===== src/rtl/bios_pkg.sv =====
// bios_pkg: shared definitions for the boot monitor.
//   - ASCII opcode constants received from the UART
//   - reply code enum (status bytes sent back over the UART)
//   - loader state enum
package bios_pkg;

    // Opcodes, ASCII
    localparam logic [7:0] OP_NOP  = 8'h6E;  // 'n'
    localparam logic [7:0] OP_BOOT = 8'h62;  // 'b'
    localparam logic [7:0] OP_RST  = 8'h72;  // 'r'
    localparam logic [7:0] OP_WR   = 8'h77;  // 'w'
    localparam logic [7:0] OP_LD   = 8'h6C;  // 'l'

    // Reply / status bytes, ASCII
    typedef enum logic [7:0] {
        RSP_NOP  = 8'h4E,  // 'N'
        RSP_BOOT = 8'h42,  // 'B'
        RSP_RST  = 8'h52,  // 'R'
        RSP_WR   = 8'h57,  // 'W'
        RSP_ERR  = 8'h45   // 'E'
    } reply_e;

    typedef enum logic [3:0] {
        S_IDLE,
        S_ADDR,
        S_DATA,
        S_MEM_WR,
        S_MEM_RD,
        S_WAIT_RD,
        S_TX_DATA,
        S_TX_RESP,
        S_CPU_RST,
        S_RUN
    } state_e;

endpackage


===== src/rtl/bios_shift_reg.sv =====
// bios_shift_reg: byte-serial shift register with a byte counter.
// Bytes enter at the top and move down, so a little-endian byte stream
// ends up in natural word order; byte_o is always the lowest byte, so
// shifting also serialises the word LSB first.
// Ports:
//   clk, rst      clock, synchronous active-high reset
//   clk_en        global enable; nothing changes while 0
//   load_i        parallel load of load_data_i, counter cleared
//   shift_i       shift byte_i in at the top, advance the counter
//   load_data_i   parallel load value
//   byte_i        serial input byte
//   data_o        full register contents
//   byte_o        lowest byte (serial output)
//   last_o        counter is at NBYTES-1 (the next shift completes a word)
module bios_shift_reg #(
    parameter int unsigned NBYTES = 4
) (
    input  logic                clk,
    input  logic                rst,
    input  logic                clk_en,
    input  logic                load_i,
    input  logic                shift_i,
    input  logic [8*NBYTES-1:0] load_data_i,
    input  logic [7:0]          byte_i,
    output logic [8*NBYTES-1:0] data_o,
    output logic [7:0]          byte_o,
    output logic                last_o
);
    localparam int unsigned W  = 8 * NBYTES;
    localparam int unsigned CW = (NBYTES > 1) ? $clog2(NBYTES) : 1;

    logic [W-1:0]  data_q, data_d;
    logic [CW-1:0] cnt_q, cnt_d;

    assign data_o = data_q;
    assign byte_o = data_q[7:0];
    assign last_o = (cnt_q == CW'(NBYTES - 1));

    always_comb begin
        data_d = data_q;
        cnt_d  = cnt_q;
        if (load_i) begin
            data_d = load_data_i;
            cnt_d  = '0;
        end else if (shift_i) begin
            // written with shifts so NBYTES=1 does not need a reversed slice
            data_d = (data_q >> 8) | (W'(byte_i) << (W - 8));
            cnt_d  = last_o ? '0 : cnt_q + 1'b1;
        end
    end

    always_ff @(posedge clk) begin
        if (rst) begin
            data_q <= '0;
            cnt_q  <= '0;
        end else if (clk_en) begin
            data_q <= data_d;
            cnt_q  <= cnt_d;
        end
    end

endmodule


===== src/rtl/bios_loader.sv =====
// bios_loader: UART boot monitor.
// BOOT mode parses single-byte opcodes with little-endian binary payloads:
// memory word write/read over a request/ready port, CPU reset pulse, echo.
// The boot opcode switches to RUN mode, where the UART byte streams are
// passed straight through to the CPU GPIO stream until rst.
// Ports:
//   clk, rst, clk_en                     clock, sync reset, global enable
//   i_data/i_valid/o_in_ready            UART RX byte stream
//   o_data/o_valid/i_out_ready           UART TX byte stream
//   mem_req/mem_we/mem_addr/mem_wdata/mem_ready   memory request port
//   mem_rvalid/mem_rdata                 memory read return
//   cpu_rst                              CPU reset pulse (RST_CYCLES enabled cycles)
//   run_mode                             1 once in RUN mode
//   gpio_rx_*/gpio_tx_*                  CPU byte streams (RUN mode only)
module bios_loader
    import bios_pkg::*;
#(
    parameter int unsigned ADDR_W     = 32,
    parameter int unsigned DATA_W     = 32,
    parameter int unsigned RST_CYCLES = 16
) (
    input  logic              clk,
    input  logic              rst,
    input  logic              clk_en,
    input  logic [7:0]        i_data,
    input  logic              i_valid,
    output logic              o_in_ready,
    output logic [7:0]        o_data,
    output logic              o_valid,
    input  logic              i_out_ready,
    output logic              mem_req,
    output logic              mem_we,
    output logic [ADDR_W-1:0] mem_addr,
    output logic [DATA_W-1:0] mem_wdata,
    input  logic              mem_ready,
    input  logic              mem_rvalid,
    input  logic [DATA_W-1:0] mem_rdata,
    output logic              cpu_rst,
    output logic              run_mode,
    output logic [7:0]        gpio_rx_data,
    output logic              gpio_rx_valid,
    input  logic              gpio_rx_ready,
    input  logic [7:0]        gpio_tx_data,
    input  logic              gpio_tx_valid,
    output logic              gpio_tx_ready
);
    localparam int unsigned RW = $clog2(RST_CYCLES + 1);

    state_e        state_q, state_d;
    reply_e        resp_q, resp_d;
    logic          is_wr_q, is_wr_d;
    logic [RW-1:0] rst_cnt_q, rst_cnt_d;

    logic       run, rx_rdy, tx_vld, rx_fire, tx_fire, mem_fire;
    logic [7:0] tx_byte, rd_byte;
    logic       addr_last, wdat_last, rd_last;
    logic [DATA_W-1:0] rd_word_unused;

    assign run      = (state_q == S_RUN);
    assign rx_rdy   = (state_q == S_IDLE) || (state_q == S_ADDR) || (state_q == S_DATA);
    assign tx_vld   = (state_q == S_TX_RESP) || (state_q == S_TX_DATA);
    assign tx_byte  = (state_q == S_TX_DATA) ? rd_byte :
                      (state_q == S_TX_RESP) ? 8'(resp_q) : '0;
    assign mem_req  = (state_q == S_MEM_WR) || (state_q == S_MEM_RD);
    assign mem_we   = (state_q == S_MEM_WR);
    assign cpu_rst  = (state_q == S_CPU_RST);

    // Handshakes as seen by the loader in BOOT mode (RUN never enables these)
    assign rx_fire  = clk_en && i_valid && rx_rdy;
    assign tx_fire  = clk_en && tx_vld && i_out_ready;
    assign mem_fire = clk_en && mem_req && mem_ready;

    // RUN mode is a pure combinational bypass of both byte streams
    assign run_mode      = run;
    assign o_in_ready    = run ? gpio_rx_ready : rx_rdy;
    assign o_data        = run ? gpio_tx_data  : tx_byte;
    assign o_valid       = run ? gpio_tx_valid : tx_vld;
    assign gpio_rx_data  = run ? i_data : '0;
    assign gpio_rx_valid = run && i_valid;
    assign gpio_tx_ready = run && i_out_ready;

    bios_shift_reg #(.NBYTES(ADDR_W / 8)) u_addr (
        .clk(clk), .rst(rst), .clk_en(clk_en),
        .load_i(1'b0), .shift_i(rx_fire && (state_q == S_ADDR)),
        .load_data_i('0), .byte_i(i_data),
        .data_o(mem_addr), .byte_o(), .last_o(addr_last)
    );

    bios_shift_reg #(.NBYTES(DATA_W / 8)) u_wdata (
        .clk(clk), .rst(rst), .clk_en(clk_en),
        .load_i(1'b0), .shift_i(rx_fire && (state_q == S_DATA)),
        .load_data_i('0), .byte_i(i_data),
        .data_o(mem_wdata), .byte_o(), .last_o(wdat_last)
    );

    bios_shift_reg #(.NBYTES(DATA_W / 8)) u_rdata (
        .clk(clk), .rst(rst), .clk_en(clk_en),
        .load_i(mem_rvalid && (state_q == S_WAIT_RD)),
        .shift_i(tx_fire && (state_q == S_TX_DATA)),
        .load_data_i(mem_rdata), .byte_i(8'h00),
        .data_o(rd_word_unused), .byte_o(rd_byte), .last_o(rd_last)
    );

    always_comb begin
        state_d   = state_q;
        resp_d    = resp_q;
        is_wr_d   = is_wr_q;
        rst_cnt_d = rst_cnt_q;
        unique case (state_q)
            S_IDLE: if (rx_fire) begin
                state_d = S_TX_RESP;
                unique case (i_data)
                    OP_NOP:  resp_d = RSP_NOP;
                    OP_BOOT: resp_d = RSP_BOOT;
                    OP_RST:  state_d = S_CPU_RST;
                    OP_WR:   begin state_d = S_ADDR; is_wr_d = 1'b1; end
                    OP_LD:   begin state_d = S_ADDR; is_wr_d = 1'b0; end
                    default: resp_d = RSP_ERR;
                endcase
            end
            S_ADDR: if (rx_fire && addr_last) state_d = is_wr_q ? S_DATA : S_MEM_RD;
            S_DATA: if (rx_fire && wdat_last) state_d = S_MEM_WR;
            S_MEM_WR: if (mem_fire) begin
                state_d = S_TX_RESP;
                resp_d  = RSP_WR;
            end
            S_MEM_RD:  if (mem_fire) state_d = S_WAIT_RD;
            S_WAIT_RD: if (clk_en && mem_rvalid) state_d = S_TX_DATA;
            S_TX_DATA: if (tx_fire && rd_last) state_d = S_IDLE;
            // the boot reply is the only one followed by RUN instead of IDLE
            S_TX_RESP: if (tx_fire) state_d = (resp_q == RSP_BOOT) ? S_RUN : S_IDLE;
            S_CPU_RST: if (clk_en) begin
                if (rst_cnt_q == RW'(RST_CYCLES - 1)) begin
                    rst_cnt_d = '0;
                    state_d   = S_TX_RESP;
                    resp_d    = RSP_RST;
                end else begin
                    rst_cnt_d = rst_cnt_q + 1'b1;
                end
            end
            S_RUN:   state_d = S_RUN;
            default: state_d = S_IDLE;
        endcase
    end

    always_ff @(posedge clk) begin
        if (rst) begin
            state_q   <= S_IDLE;
            resp_q    <= RSP_NOP;
            is_wr_q   <= 1'b0;
            rst_cnt_q <= '0;
        end else if (clk_en) begin
            state_q   <= state_d;
            resp_q    <= resp_d;
            is_wr_q   <= is_wr_d;
            rst_cnt_q <= rst_cnt_d;
        end
    end

endmodule

===== config.mk =====
export PLATFORM = sky130hd
export DESIGN_NAME = bios_loader
export DESIGN_NICKNAME = d
export VERILOG_FILES = /design/src/rtl/bios_pkg.sv /design/src/rtl/bios_shift_reg.sv /design/src/rtl/bios_loader.sv
export SDC_FILE = /design/constraint.sdc
export NUM_CORES = 1
export LEC_CHECK = 0
export BUFFER_PORTS_ARGS = -buffer_cell sky130_fd_sc_hd__clkbuf_2
export CAP_MARGIN = 20
export CORE_ASPECT_RATIO = 0.9
export CORE_MARGIN = 2
export CORE_UTILIZATION = 40
export CTS_BUF_LIST = sky130_fd_sc_hd__clkbuf_8
export CTS_CLUSTER_DIAMETER = 30
export CTS_CLUSTER_SIZE = 12
export DETAILED_ROUTE_END_ITERATION = 16
export PLACE_DENSITY = 0.75
export SLEW_MARGIN = 20
export SYNTH_ARGS = -nofsm -noshare
export SYNTH_HDL_FRONTEND = slang
export SYNTH_SLANG_ARGS = --single-unit

===== constraint.sdc =====
create_clock -name clk -period 2.5 [get_ports clk]
set_input_delay 0.25 -clock clk [delete_from_list [all_inputs] [get_ports clk]]
set_output_delay 0.25 -clock clk [all_outputs]
set_load 0.05 [all_outputs]

# --- After elaboration in Yosys (flattened, before gate mapping) ---
# Cells that the tools add are included.
word_totals:
  register_bits: 120
  input_bits: 57
  out_inout_bits: 88
  word_cells: 111
op_classes:
  n_addsub: 4
  eq_ne: 29
  n_mux: 33
  n_bitwise: 2
  n_reduce_logical: 33
op_table:
  columns: ["cell", "n"]
  rows:
  - ["32-bit 2-to-1 mux", 2]
  - ["24-bit by 32-bit bitwise OR with 32-bit output", 2]
  - ["8-bit 2-to-1 mux", 7]
  - ["8-bit by 7-bit equality test with 1-bit output, second input constant", 6]
  - ["8-bit one-hot mux with 3 select lines", 2]
  - ["4-bit 2-to-1 mux", 10]
  - ["4-bit one-hot mux with 10 select lines", 1]
  - ["4-bit by 3-bit equality test with 1-bit output, second input constant", 4]
  - ["1-bit logical AND", 16]
  - ["2-bit by 1-bit inequality test with 1-bit output, second input constant", 6]
  - ["2-bit 2-to-1 mux", 5]
  - ["10-bit AND reduction", 1]
  - ["4-bit by 2-bit equality test with 1-bit output, second input constant", 2]
  - ["4-bit equality test, second input constant", 2]
  - ["2-bit inequality test, second input constant", 4]
  - ["4-bit one-hot mux with 2 select lines", 1]
  - ["2-bit AND reduction", 4]
  - ["2-bit by 1-bit adder with 2-bit output, second input constant", 3]
  - ["2-bit equality test, second input constant", 3]
  - ["6-bit AND reduction", 1]
  - ["5-bit by 1-bit adder with 5-bit output, second input constant", 1]
  - ["5-bit by 4-bit equality test with 1-bit output, second input constant", 1]
  - ["5-bit 2-to-1 mux", 1]
  - ["4-bit by 1-bit equality test with 1-bit output, second input constant", 1]
  - ["10 further kinds", 15]

# --- Logic depth before layout (Yosys ltp) ---
depth:
  depth_word: 7
  ltp_mapped: 8
  depth_no_buf: 6

# --- By module ---
# Synthesis repeated with hierarchy kept, for this count alone.
hier_totals:
  cells_unflattened: 680
  hier_area_um2: 7558.5
modules_own_cells:
  columns: ["mod", "n_inst", "cells_each", "area_each_um2"]
  rows:
  - ["bios_shift_reg", 3, 167, 2045.7]
  - ["bios_loader", 1, 179, 1421.4]

# --- Least setup slack after synthesis ---
# Ideal clock, no wire load.
synth_path:
  kind: "register to register"
  startpoint: "register state_q[1]"
  endpoint: "register rst_cnt_q[3]"
  setup_time_ns: 0.086
  arrival_time_ns: 2.324
  setup_slack_ns: 0.091
  stages_incl_launch_ff: 8
  path_buffers: 2
  synth_period_minus_slack_ns: 2.409
  cell_sequence: "dfxtp_1 -> buf_2 -> buf_2 -> nor4b_2 -> nand2_1 -> nor2_1 -> nor2_1 -> a211oi_1"
synth_between:
  elab_chain_len: 2
synth_rtl:
  columns: ["item", "line_no", "rtl"]
  rows:
  - ["from (decl)", "bios_loader.sv:49", "state_e state_q, state_d;"]
  - ["from (signal assigned)", "bios_loader.sv:153", "state_q <= state_d;"]
  - ["4-bit equality test", null, null]
  - ["via cpu_rst", "bios_loader.sv:38", "output logic cpu_rst,"]
  - ["2-bit AND reduction (no source line)", null, null]
  - ["to (signal assigned)", "bios_loader.sv:156", "rst_cnt_q <= rst_cnt_d;"]
  - ["to (decl)", "bios_loader.sv:52", "logic [RW-1:0] rst_cnt_q, rst_cnt_d;"]
# The timed path passes the listed nets, and every way through them passes these cells.
# A chain may end at the register's enable or synchronous reset.

# --- Final worst setup path ---
layout_path:
  startpoint: "register state_q[1]"
  endpoint: "output o_data[6]"
layout_between:
  elab_chain_len: 4
  elab_cells_between_ends: 6
layout_rtl:
  columns: ["item", "line_no", "rtl"]
  rows:
  - ["4-bit by 3-bit equality test with 1-bit output", "bios_loader.sv:63", "(state_q == S_TX_RESP) ? 8'(resp_q) : '0;"]
  - ["8-bit 2-to-1 mux", "bios_loader.sv:63", null]
  - ["8-bit 2-to-1 mux", "bios_loader.sv:62", "assign tx_byte = (state_q == S_TX_DATA) ? rd_byte :"]
  - ["8-bit 2-to-1 mux (*)", "bios_loader.sv:76", "assign o_data = run ? gpio_tx_data : tx_byte;"]
  - ["to (decl)", "bios_loader.sv:28", "output logic [7:0] o_data,"]
# Every way passes the cells marked *; elsewhere a longest branch is shown, timed or not.

==> impl_metrics.csv <==
group,metric,value,unit
outcome,outcome,"finished clean",
drt,wirelength,13170,um
yosys,syn_avg_cell_area,8.147,sq um
layout,final-seq-area,0.002347,sq mm
critical_path,critPathBufInv,3,
sta,period_minus_slack,2.370,ns
drt,drtAntennaViolNets,0,
clocking,numCtsBuffers,17,
yosys,ys.warnings.count,0,
clocking,insertion_delay,0.44,ns
critical_path,arrival,2.12,ns
yosys,netlist_area,0.005132,sq mm
power_and_ir_drop,power.switching,1.535,mW
yosys,synth_cell_types,56,
clocking,cts_setup_buffers,0,
yosys,async_flop_share,0,
layout,fill_cells,1257,
layout,nets,822,
power_and_ir_drop,seqPwrFrac,0.439,
yosys,synth-main-ff-cell,"dfxtp_1",
power_and_ir_drop,ir_worst_vdd,0.3556,mV
global_routing,grt_pass1_wl,20930,um
critical_path,required,2.25,ns
yosys,synth-seq-cells,117,
global_routing,grt_pass1_vias,4259,
yosys,yosys.area.top_type,"dfxtp_1",
power_and_ir_drop,power,4.673,mW
power_and_ir_drop,switching_share,0.3285,
floorplanning,io_pins,145,
sta,setup_viol,0,
floorplanning,coreArea,0.01259,sq mm
yosys,synth_edf_count,0,
critical_path,cp.depth,7,
critical_path,end_kind,"output port",
place,gp_congestion,0.8572,
layout,final_cell_mix,"nand2_1, clkbuf_2, dfxtp_1",
sta,clock_skew,0.008884,ns
floorplanning,initial_core_util,0.4077,
power_and_ir_drop,cellPowerDensity,729.8,mW/mm^2
yosys,synth_nets,691,
global_routing,grt_antenna_before_repair,0,
layout,stdcell_count,938,
sta,final_hold_viol_count,0,
sta,max_clock_freq,421.9,MHz
sta,min_period_over_period,0.9481,
critical_path,r2r_slack,0.35,ns
sta,fin_setup_tns,0,ns
sta,slew_viol_final,0,
critical_path,cp_top_family,"buffers and inverters",
clocking,path_clk_slew,0.07,ns
layout,final_common_cell,"nand2_1",
yosys,syn_inst,630,
sta,setup_ws,0.1298,ns
power_and_ir_drop,p_comb_frac,0.227,
place,dp_hpwl,9209,um
critical_path,worstReg2RegEnd,"u_rdata.cnt_q[0]",
floorplanning,die_area,0.01375,sq mm
yosys,seq_area_frac_synth,0.4564,
layout,n_antenna_cell,0,
floorplanning,fp.dieH,111.5,um
sta,worst_pin_slew,0.7169,ns
critical_path,rr_worst_depth,6,
job,drv_cap,0,
critical_path,r2r-start,"state_q[0]",
place,portBuffers,144,
drt,via_count,4753,
drt,drtIter0Drc,352,
global_routing,grt_usage,0.1932,
drt,avgViaCountPerCell,5.067,
min_path,hp-class,"input pin to register",
sta,rsz0062_at_grt,"no",
clocking,clock-sinks,117,
layout,syn_to_final_growth,24.77,%
sta,slew_headroom,0.5155,
critical_path,crit_path_start_kind,"register",
drt,drc,0,
critical_path,criticalPathCategory,"register to output port",
critical_path,cpMaxStageDelayCell,"dfxtp_4",
clocking,cts_tree,"yes",
global_routing,grt-ovfl-total,0,
floorplanning,die_w,123.4,um
critical_path,cp_cell_sequence,"buf_6, nor2_1, and3_1, buf_4, nand2_1, o31ai_1, clkbuf_2",
critical_path,crit_start,"state_q[1]",
layout,drive_gt1_frac,0.2649,
clocking,clock_path_buffers,2,
power_and_ir_drop,clkPwrFrac,0.334,
power_and_ir_drop,p_int,3.138,mW
critical_path,cp_max_fo,13,
floorplanning,rows,39,
clocking,htree_levels,4,
global_routing,grt_max_degree,74,
place,placedCellCount,906,
critical_path,crit_end,"o_data[6]",
layout,multi_input_area,0.002571,sq mm
clocking,root_buffer,"clkbuf_8",
yosys,yosysTopAreaCellShare,0.4564,
place,pre_cts_ws,0.3296,ns
drt,first_pass_iters,5,
yosys,synth.area.top_cells,"dfxtp_1, nand2_1, a21oi_1",
critical_path,cpPeakStageDelay,0.38,ns
power_and_ir_drop,p_leak,2.480,nW
drt,wl_per_cell,14.04,um
-- per-stage QoR --
stage               hold slack, ns  utilization  cell area (sq um)
floorplan                   0.3860            -               5132
global placement            0.4413       0.4788               6028
detailed placement          0.4463       0.4788               6028
CTS                        0.03992       0.5072               6385
global route               0.05425       0.5086               6404
finish                     0.06591       0.5086               6404
-- kinds of logic after synthesis --
group           count (synthesis)  share of synthesized area
fa+ha+maj                       4                   0.009752
flops                         117                     0.4564
buf+inv                        55                    0.04778
mux                            31                    0.06095
compound gates                145                     0.1775
xor+xnor                        2                   0.003414
simple gates                  276                     0.2443
-- area by class of cell --
type / instances / share of cell area
clock inverter: 13 / 0.01465
timing repair buffer: 163 / 0.1420
clock buffer: 19 / 0.04084
multi-input combinational: 458 / 0.4015
inverter: 4 / 0.002345
tap: 164 / 0.03204
sequential: 117 / 0.3665
-- repair_timing --
item,4_1_cts,5_1_grt
endpoints found under the setup margin,3,7
hold endpoints to repair,0,0
hold buffers,0,0
resized for setup,1,9
-- tightest hold or removal path, delay by kind of cell --
family          cells  cell delay [ns]
simple gates        1             0.07
compound gates      1             0.07
buf+inv             1             0.08
-- how the worst min path moves through the flow --
stage / from / end / slack, ns / cells after the start
detailed placement: u_addr.data_o[0] / u_addr.data_o[0] / 0.45 / 2
finish: mem_rdata[25] / u_rdata.data_o[25] / 0.07 / 3
CTS: mem_rdata[24] / u_rdata.data_o[24] / 0.04 / 3
global placement: u_addr.data_o[2] / u_addr.data_o[2] / 0.44 / 2
global route: mem_rdata[25] / u_rdata.data_o[25] / 0.05 / 3
floorplan: i_data[0] / u_addr.data_o[24] / 0.39 / 2
-- registers in the layout (all words and copies together) (netlist names) --
register        count
is_wr_q             1
u_addr.cnt_q        2
u_wdata.cnt_q       2
state_q             4
u_wdata.data_o     32
resp_q              5
u_rdata.data_o     32
rst_cnt_q           5
u_rdata.cnt_q       2
u_addr.data_o      32
-- synthesized netlist by cell type (5+ instances only) --
cell	instances
nand3_1	5
nand2_1	160
nor2_1	53
nor3_1	10
a211oi_1	25
a32oi_1	8
buf_2	22
clkbuf_1	25
dfxtp_1	117
nand2b_1	6
mux2i_1	29
and2_1	12
a21oi_1	79
-- power by group through the flow --
stage / combinational (mW) / clock (mW) / sequential (mW)
detailed placement: 1.04 / 0 / 2.08
global placement: 1.03 / 0 / 2.08
finish: 1.06 / 1.56 / 2.05
CTS: 1.05 / 1.61 / 2.04
global route: 1.15 / 1.68 / 2.07
floorplan: 0.774 / 0 / 2.07
-- per-layer routing --
layer / track usage / up-vias / share of wire
met5: 0 / - / 0
met4: 0.07348 / 0 / 0.019
li1: - / 2453 / -
met1: 0.2625 / 2157 / 0.48
met3: 0.05635 / 23 / 0.049
met2: 0.2883 / 120 / 0.46
No activity file was read; power rests on OpenSTA's default activity.
